File: src/rtl/ps2_mouse_pkg.sv
// Shared constants and types for the PS/2 mouse host side: command/response
// bytes, the init-controller state encoding and the 3-byte packet layout.
package ps2_mouse_pkg;

  localparam logic [7:0] CMD_RESET   = 8'hFF;
  localparam logic [7:0] CMD_ENABLE  = 8'hF4;
  localparam logic [7:0] RSP_ACK     = 8'hFA;
  localparam logic [7:0] RSP_RESEND  = 8'hFE;
  localparam logic [7:0] RSP_BAT_OK  = 8'hAA;
  localparam logic [7:0] RSP_BAT_ERR = 8'hFC;
  localparam logic [7:0] RSP_ID_STD  = 8'h00;

  localparam int TIMER_W = 26;

  typedef enum logic [2:0] {
    ST_SEND_RST,
    ST_WAIT_ACK1,
    ST_WAIT_BAT,
    ST_WAIT_ID,
    ST_SEND_EN,
    ST_WAIT_ACK2,
    ST_STREAM,
    ST_FAIL
  } ctrl_state_t;

  // Bit positions inside packet byte 0 (status byte).
  localparam int PKT_BTN_LEFT  = 0;
  localparam int PKT_BTN_RIGHT = 1;
  localparam int PKT_BTN_MID   = 2;
  localparam int PKT_ALWAYS1   = 3;
  localparam int PKT_X_SIGN    = 4;
  localparam int PKT_Y_SIGN    = 5;
  localparam int PKT_X_OVF     = 6;
  localparam int PKT_Y_OVF     = 7;
  localparam int PKT_BYTES     = 3;

  // States in which the per-state timeout is running.
  function automatic logic is_timed_state(input ctrl_state_t s);
    return (s != ST_STREAM) && (s != ST_FAIL);
  endfunction

endpackage

File: src/rtl/ps2_mouse_init_ctrl_timer.sv
// Per-state timeout counter: load arms it with TIMEOUT_CYC, each enabled cycle
// counts down, and expired flags the enabled cycle in which the count reaches 0.
module ps2_timeout_timer
  import ps2_mouse_pkg::*;
#(
  parameter int TIMEOUT_CYC = 25_000_000
) (
  input  logic clk,
  input  logic reset,
  input  logic load,
  input  logic en,
  output logic expired
);

  logic [TIMER_W-1:0] count_q, count_d;

  always_comb begin
    count_d = count_q;
    if (load) begin
      count_d = TIMER_W'(TIMEOUT_CYC);
    end else if (en && (count_q != '0)) begin
      count_d = count_q - TIMER_W'(1);
    end
  end

  always_ff @(posedge clk) begin
    if (reset) begin
      count_q <= TIMER_W'(TIMEOUT_CYC);
    end else begin
      count_q <= count_d;
    end
  end

  // A state therefore lasts at most TIMEOUT_CYC cycles before the fault fires.
  assign expired = en && (count_q <= TIMER_W'(1));

endmodule

File: src/rtl/ps2_mouse_init_ctrl.sv
// PS/2 mouse bring-up sequencer: reset, ACK/BAT/ID, enable reporting, ACK,
// then hand the rx stream to the packet decoder. Retries bounded by MAX_RETRY.
module ps2_mouse_init_ctrl
  import ps2_mouse_pkg::*;
#(
  parameter int TIMEOUT_CYC = 25_000_000,
  parameter int MAX_RETRY   = 3
) (
  input  logic        clk,
  input  logic        reset,
  input  logic        reinit,
  input  logic        tx_ready,
  output logic        tx_start,
  output logic [7:0]  tx_data,
  input  logic        rx_valid,
  input  logic [7:0]  rx_data,
  input  logic        rx_err,
  output logic        stream_en,
  output logic        init_done,
  output logic        init_fail,
  output logic [1:0]  retry_cnt,
  output ctrl_state_t dbg_state
);

  // Handshakes: a byte is launched when a SEND state sees tx_ready=1; tx_start
  // is a registered one-cycle pulse with tx_data held until the next launch.
  // rx_valid and rx_err are single-cycle strobes; rx_err overrides rx_valid.

  localparam logic [1:0] RETRY_LIMIT = 2'(MAX_RETRY);

  ctrl_state_t state_q, state_d, resend_state;
  logic [1:0]  retry_q, retry_d;
  logic        tx_start_q, tx_start_d;
  logic [7:0]  tx_data_q, tx_data_d;
  logic        stream_en_q, init_done_q, init_fail_q;
  logic        timer_load, timer_en, timer_expired;
  logic        fault, resend;
  logic [7:0]  want_byte;

  assign timer_en = is_timed_state(state_q);

  ps2_timeout_timer #(
    .TIMEOUT_CYC(TIMEOUT_CYC)
  ) u_timer (
    .clk    (clk),
    .reset  (reset),
    .load   (timer_load),
    .en     (timer_en),
    .expired(timer_expired)
  );

  always_comb begin
    state_d      = state_q;
    retry_d      = retry_q;
    tx_start_d   = 1'b0;
    tx_data_d    = tx_data_q;
    timer_load   = 1'b0;
    fault        = 1'b0;
    resend       = 1'b0;
    resend_state = ST_SEND_RST;
    want_byte    = (state_q == ST_WAIT_BAT) ? RSP_BAT_OK : RSP_ID_STD;

    if (reinit) begin
      state_d    = ST_SEND_RST;
      retry_d    = '0;
      timer_load = 1'b1;
    end else begin
      unique case (state_q)
        ST_SEND_RST, ST_SEND_EN: begin
          // Received bytes and errors are dropped while we are still sending.
          if (tx_ready) begin
            tx_start_d = 1'b1;
            tx_data_d  = (state_q == ST_SEND_RST) ? CMD_RESET : CMD_ENABLE;
            state_d    = (state_q == ST_SEND_RST) ? ST_WAIT_ACK1 : ST_WAIT_ACK2;
            timer_load = 1'b1;
          end else if (timer_expired) begin
            fault = 1'b1;
          end
        end
        ST_WAIT_ACK1, ST_WAIT_ACK2: begin
          resend_state = (state_q == ST_WAIT_ACK1) ? ST_SEND_RST : ST_SEND_EN;
          if (rx_err) begin
            fault = 1'b1;
          end else if (rx_valid) begin
            if (rx_data == RSP_ACK) begin
              state_d    = (state_q == ST_WAIT_ACK1) ? ST_WAIT_BAT : ST_STREAM;
              timer_load = 1'b1;
            end else if (rx_data == RSP_RESEND) begin
              resend = 1'b1;
            end else begin
              fault = 1'b1;
            end
          end else if (timer_expired) begin
            fault = 1'b1;
          end
        end
        ST_WAIT_BAT, ST_WAIT_ID: begin
          if (rx_err) begin
            fault = 1'b1;
          end else if (rx_valid) begin
            if (rx_data == want_byte) begin
              state_d    = (state_q == ST_WAIT_BAT) ? ST_WAIT_ID : ST_SEND_EN;
              timer_load = 1'b1;
            end else begin
              fault = 1'b1;
            end
          end else if (timer_expired) begin
            fault = 1'b1;
          end
        end
        default: begin
          // STREAM and FAIL hold until reset or reinit.
        end
      endcase

      // A resend spends the same retry budget as any other fault.
      if (fault || resend) begin
        timer_load = 1'b1;
        if (retry_q == RETRY_LIMIT) begin
          state_d = ST_FAIL;
        end else begin
          retry_d = retry_q + 2'd1;
          state_d = resend ? resend_state : ST_SEND_RST;
        end
      end
    end
  end

  always_ff @(posedge clk) begin
    if (reset) begin
      state_q     <= ST_SEND_RST;
      retry_q     <= '0;
      tx_start_q  <= 1'b0;
      tx_data_q   <= 8'h00;
      stream_en_q <= 1'b0;
      init_done_q <= 1'b0;
      init_fail_q <= 1'b0;
    end else begin
      state_q     <= state_d;
      retry_q     <= retry_d;
      tx_start_q  <= tx_start_d;
      tx_data_q   <= tx_data_d;
      stream_en_q <= (state_d == ST_STREAM);
      init_done_q <= (state_d == ST_STREAM);
      init_fail_q <= (state_d == ST_FAIL);
    end
  end

  assign tx_start  = tx_start_q;
  assign tx_data   = tx_data_q;
  assign stream_en = stream_en_q;
  assign init_done = init_done_q;
  assign init_fail = init_fail_q;
  assign retry_cnt = retry_q;
  assign dbg_state = state_q;

endmodule

File: config.mk
export PLATFORM = sky130hd
export DESIGN_NAME = ps2_mouse_init_ctrl
export DESIGN_NICKNAME = d
export VERILOG_FILES = /design/src/rtl/ps2_mouse_pkg.sv /design/src/rtl/ps2_mouse_init_ctrl_timer.sv /design/src/rtl/ps2_mouse_init_ctrl.sv
export SDC_FILE = /design/constraint.sdc
export NUM_CORES = 1
export LEC_CHECK = 0
export ABC_AREA = 1
export BUFFER_PORTS_ARGS = -buffer_cell sky130_fd_sc_hd__buf_2
export CORE_ASPECT_RATIO = 1.5
export CORE_MARGIN = 5
export CORE_UTILIZATION = 52
export DETAILED_ROUTE_END_ITERATION = 10
export PLACE_DENSITY_LB_ADDON = 0.15
export SYNTH_ARGS = -nofsm -noshare
export SYNTH_HDL_FRONTEND = slang
export SYNTH_SLANG_ARGS = --single-unit
File: constraint.sdc
create_clock -name clk -period 1.9 [get_ports clk]
set_clock_uncertainty 0.1 [all_clocks]
set_input_delay 0.095 -clock clk [delete_from_list [all_inputs] [get_ports clk]]
set_output_delay 0.095 -clock clk [all_outputs]
set_load 0.02 [all_outputs]
==> flow_metrics.tcl <==
set metrics [dict create \
    status "finished, violations left" \
    failed_checks "negative setup slack" \
    avgSynthCellArea_um2 6.76 \
    rsz0062_at_grt "yes" \
    cp.arrival_ps 2130 \
    synth-simple-area-share_pct 43.3 \
    htreeDepth 2 \
    slew_viol_final 0 \
    detailed_place_hpwl_um 4950 \
    drc 0 \
    setup_tns_ps -546 \
    cts_tree "built" \
    cts-root-buf "clkbuf_8" \
    synth_top_family_by_area "simple AND/OR/NAND/NOR gates" \
    cts_num_sinks 36 \
    syn_to_final_growth_pct 32.9 \
    grt_max_degree 13 \
    nNetsFinal 446 \
    diodes 0 \
    hold_class "in -> reg" \
    drt_iter0_markers 98 \
    grt_pass1_vias 2429 \
    endpoint_kind "register" \
    die_h_um 92.7 \
    worstSetupStartpointType "register" \
    powerDensity_nw_per_um2 601 \
    routed-via-count 2472 \
    ios 31 \
    synth_top_cell_by_area "dfxtp_1" \
    grt_usage_pct 22.3 \
    final_common_cell "nand2_1" \
    ys_seq_elements 36 \
    synth.top_cell.area_share_pct 30.4 \
    syn_area_um2 2370 \
    cp_slowest_cell "dfxtp_2" \
    port_buffers 30 \
    syn_nets 368 \
    wl_per_cell_um 13.0 \
    ant_nets 0 \
    cts_made_buffers 5 \
    setup_viol_count_final 23 \
    crit_chain "buf_4 -> ha_4 -> nor2_4 -> nor2_2 -> nand3_1 -> nor2_2 -> a21oi_2 -> nand2_1 -> nand2_2 -> buf_6 -> nand3_1 -> nand2_1 -> nor2_2 -> nand2_1 -> nor2_1" \
    cp.buffers_inverters 2 \
    vias_per_cell 5.17 \
    antenna_found_initial 0 \
    hold_viol 0 \
    path_clk_slew_ps 80 \
    critPathKind "reg -> reg" \
    synth_compound_area_share_pct 8.80 \
    hold_depth 6 \
    core_area_um2 4470 \
    synthCells 351 \
    seqCellArea_um2 728 \
    cp.depth 15 \
    required_ps 2030 \
    multiInputGateArea_um2 1490 \
    fill_cells 373 \
    finalPower_mw 1.90 \
    setup_ws_ps -97.4 \
    leakage_nw 1.46 \
    fin_crit_sh_pct 105 \
    die_x_um 65.2 \
    synth.distinct_cells 36 \
    ys_warn_count 0 \
    ir_drop_v 0.000543 \
    clock.fmax_mhz 501 \
    layout_common_cells "nand2_1, buf_4, nor2_1" \
    gp_congestion 0.878 \
    seq_area_frac_synth_pct 30.4 \
    cp_max_fo 4 \
    clock_latency_ps 290 \
    ff2ff_path_depth 15 \
    maxCapViolCount 0 \
    period_needed_ps 2000 \
    synth-xor-area-share_pct 4.43 \
    num_rows 30 \
    holdWs_ps 247 \
    slew_headroom_pct 73.0 \
    drtPass1Iterations 4 \
    die_area_um2 6040 \
    clockBufferDepth 2 \
    drive_above_1_share_pct 36.7 \
    synth.area.mux_share_pct 0 \
    routed_wl_um 6220 \
    start_util_pct 53.1 \
    synthAdderAreaFrac_pct 1.58 \
    yosys-top-cells-area "dfxtp_1, nand2_1, nor2_1, inv_1, nand3_1" \
    worst_pin_slew_ps 404 \
    gr-total-overflow 0 \
    critical-path-max-stage-delay_ps 340 \
    grt_pass1_wl_um 10600 \
    critPathTopFamily "simple AND/OR/NAND/NOR gates" \
]
## logic make-up after synthesis
group | count (synthesis)
simple gates | 213
buf+inv | 55
flops | 36
compound gates | 32
xor+xnor | 12
fa+ha+maj | 3
## worst reg2reg max path, stage by stage, from the launching register on
cell     delay (ps)
dfxtp_2         340
buf_4           150
ha_4            140
nor2_4           40
nor2_2           80
nand3_1         100
nor2_2          190
a21oi_2          70
nand2_1          80
nand2_2          80
buf_6           130
nand3_1          70
nand2_1          70
nor2_2          120
nand2_1          80
nor2_1          100
## worst paths after layout
kind / slack, ps / from / end
min reg2reg: 380 / retry_cnt[1] / retry_cnt[1]
max: -100 / u_timer.count_q[0] / init_done
min: 250 / rx_err / dbg_state[2]
max reg2reg: -100 / u_timer.count_q[0] / init_done
## cell type report
type | count | area share [%]
Sequential cell | 36 | 23.1
Tap cell | 48 | 1.90
Clock buffer | 5 | 2.18
Inverter | 43 | 5.43
Multi-Input combinational cell | 260 | 47.2
Clock inverter | 3 | 1.35
Timing Repair Buffer | 83 | 18.9
## report_power, final
part | leakage (nW) | total [mW] | switching (mW) | internal (mW)
logic | 1.11 | 0.422 | 0.243 | 0.178
registers | 0.294 | 0.791 | 0.0175 | 0.773
clock network | 0.0541 | 0.684 | 0.295 | 0.388
total | 1.46 | 1.90 | 0.556 | 1.34
## cells in the mapped netlist
cell       n
a21oi_2    7
nand3_1   19
o211ai_1   2
nand4_1   10
nor3b_2    1
nor3_1     9
a211oi_1   1
nand2_1   79
xnor2_1    5
o211ai_2   1
o31ai_1    1
o21a_1     1
nand3b_2   2
inv_1     36
nor3_2     2
a21oi_1   11
xor2_1     7
ha_1       3
o21bai_1   1
nand2_2    9
nor2_1    53
nor2_4     2
or2_2      2
buf_4      8
buf_6      3
nor4_1     8
inv_4      1
or2_1      1
o21ai_0    7
inv_2      6
and3_1     1
dfxtp_1   36
nor2_2     8
nand2_4    1
buf_8      1
nand3_2    6
## registers in the layout, summed over array words and instances, names as in the netlist
name             count
tx_start             1
tx_data              2
init_fail            1
retry_cnt            2
u_timer.count_q     26
dbg_state            3
init_done            1
## layer usage
layer,global-route usage [%],share of wire [%]
met3,4.61,3.6
met4,9.52,3.4
met5,0,0
met2,44.0,57
met1,21.2,36
## through the flow
| step | utilization, % | setup WS (ps) | std cells | cell area, um2 |
|---|---|---|---|---|
| after floorplan | - | 5.12 | 351 | 2380 |
| after global placement | 63.7 | -167 | 464 | 2850 |
| after detailed placement | 63.7 | -207 | 464 | 2850 |
| after CTS | 69.7 | -101 | 478 | 3110 |
| after global routing | 70.6 | -196 | 478 | 3160 |
| final | 70.6 | -97.4 | 478 | 3160 |
## what timing repair did
action	4_1_cts	5_1_grt
pin swaps	12	6
hold endpoints to repair	5	0
hold buffers	3	0
setup endpoints to repair	31	33
gates resized for setup	24	14
gates cloned	1	0
setup buffers	2	0
(Power assumes the default switching activity.)
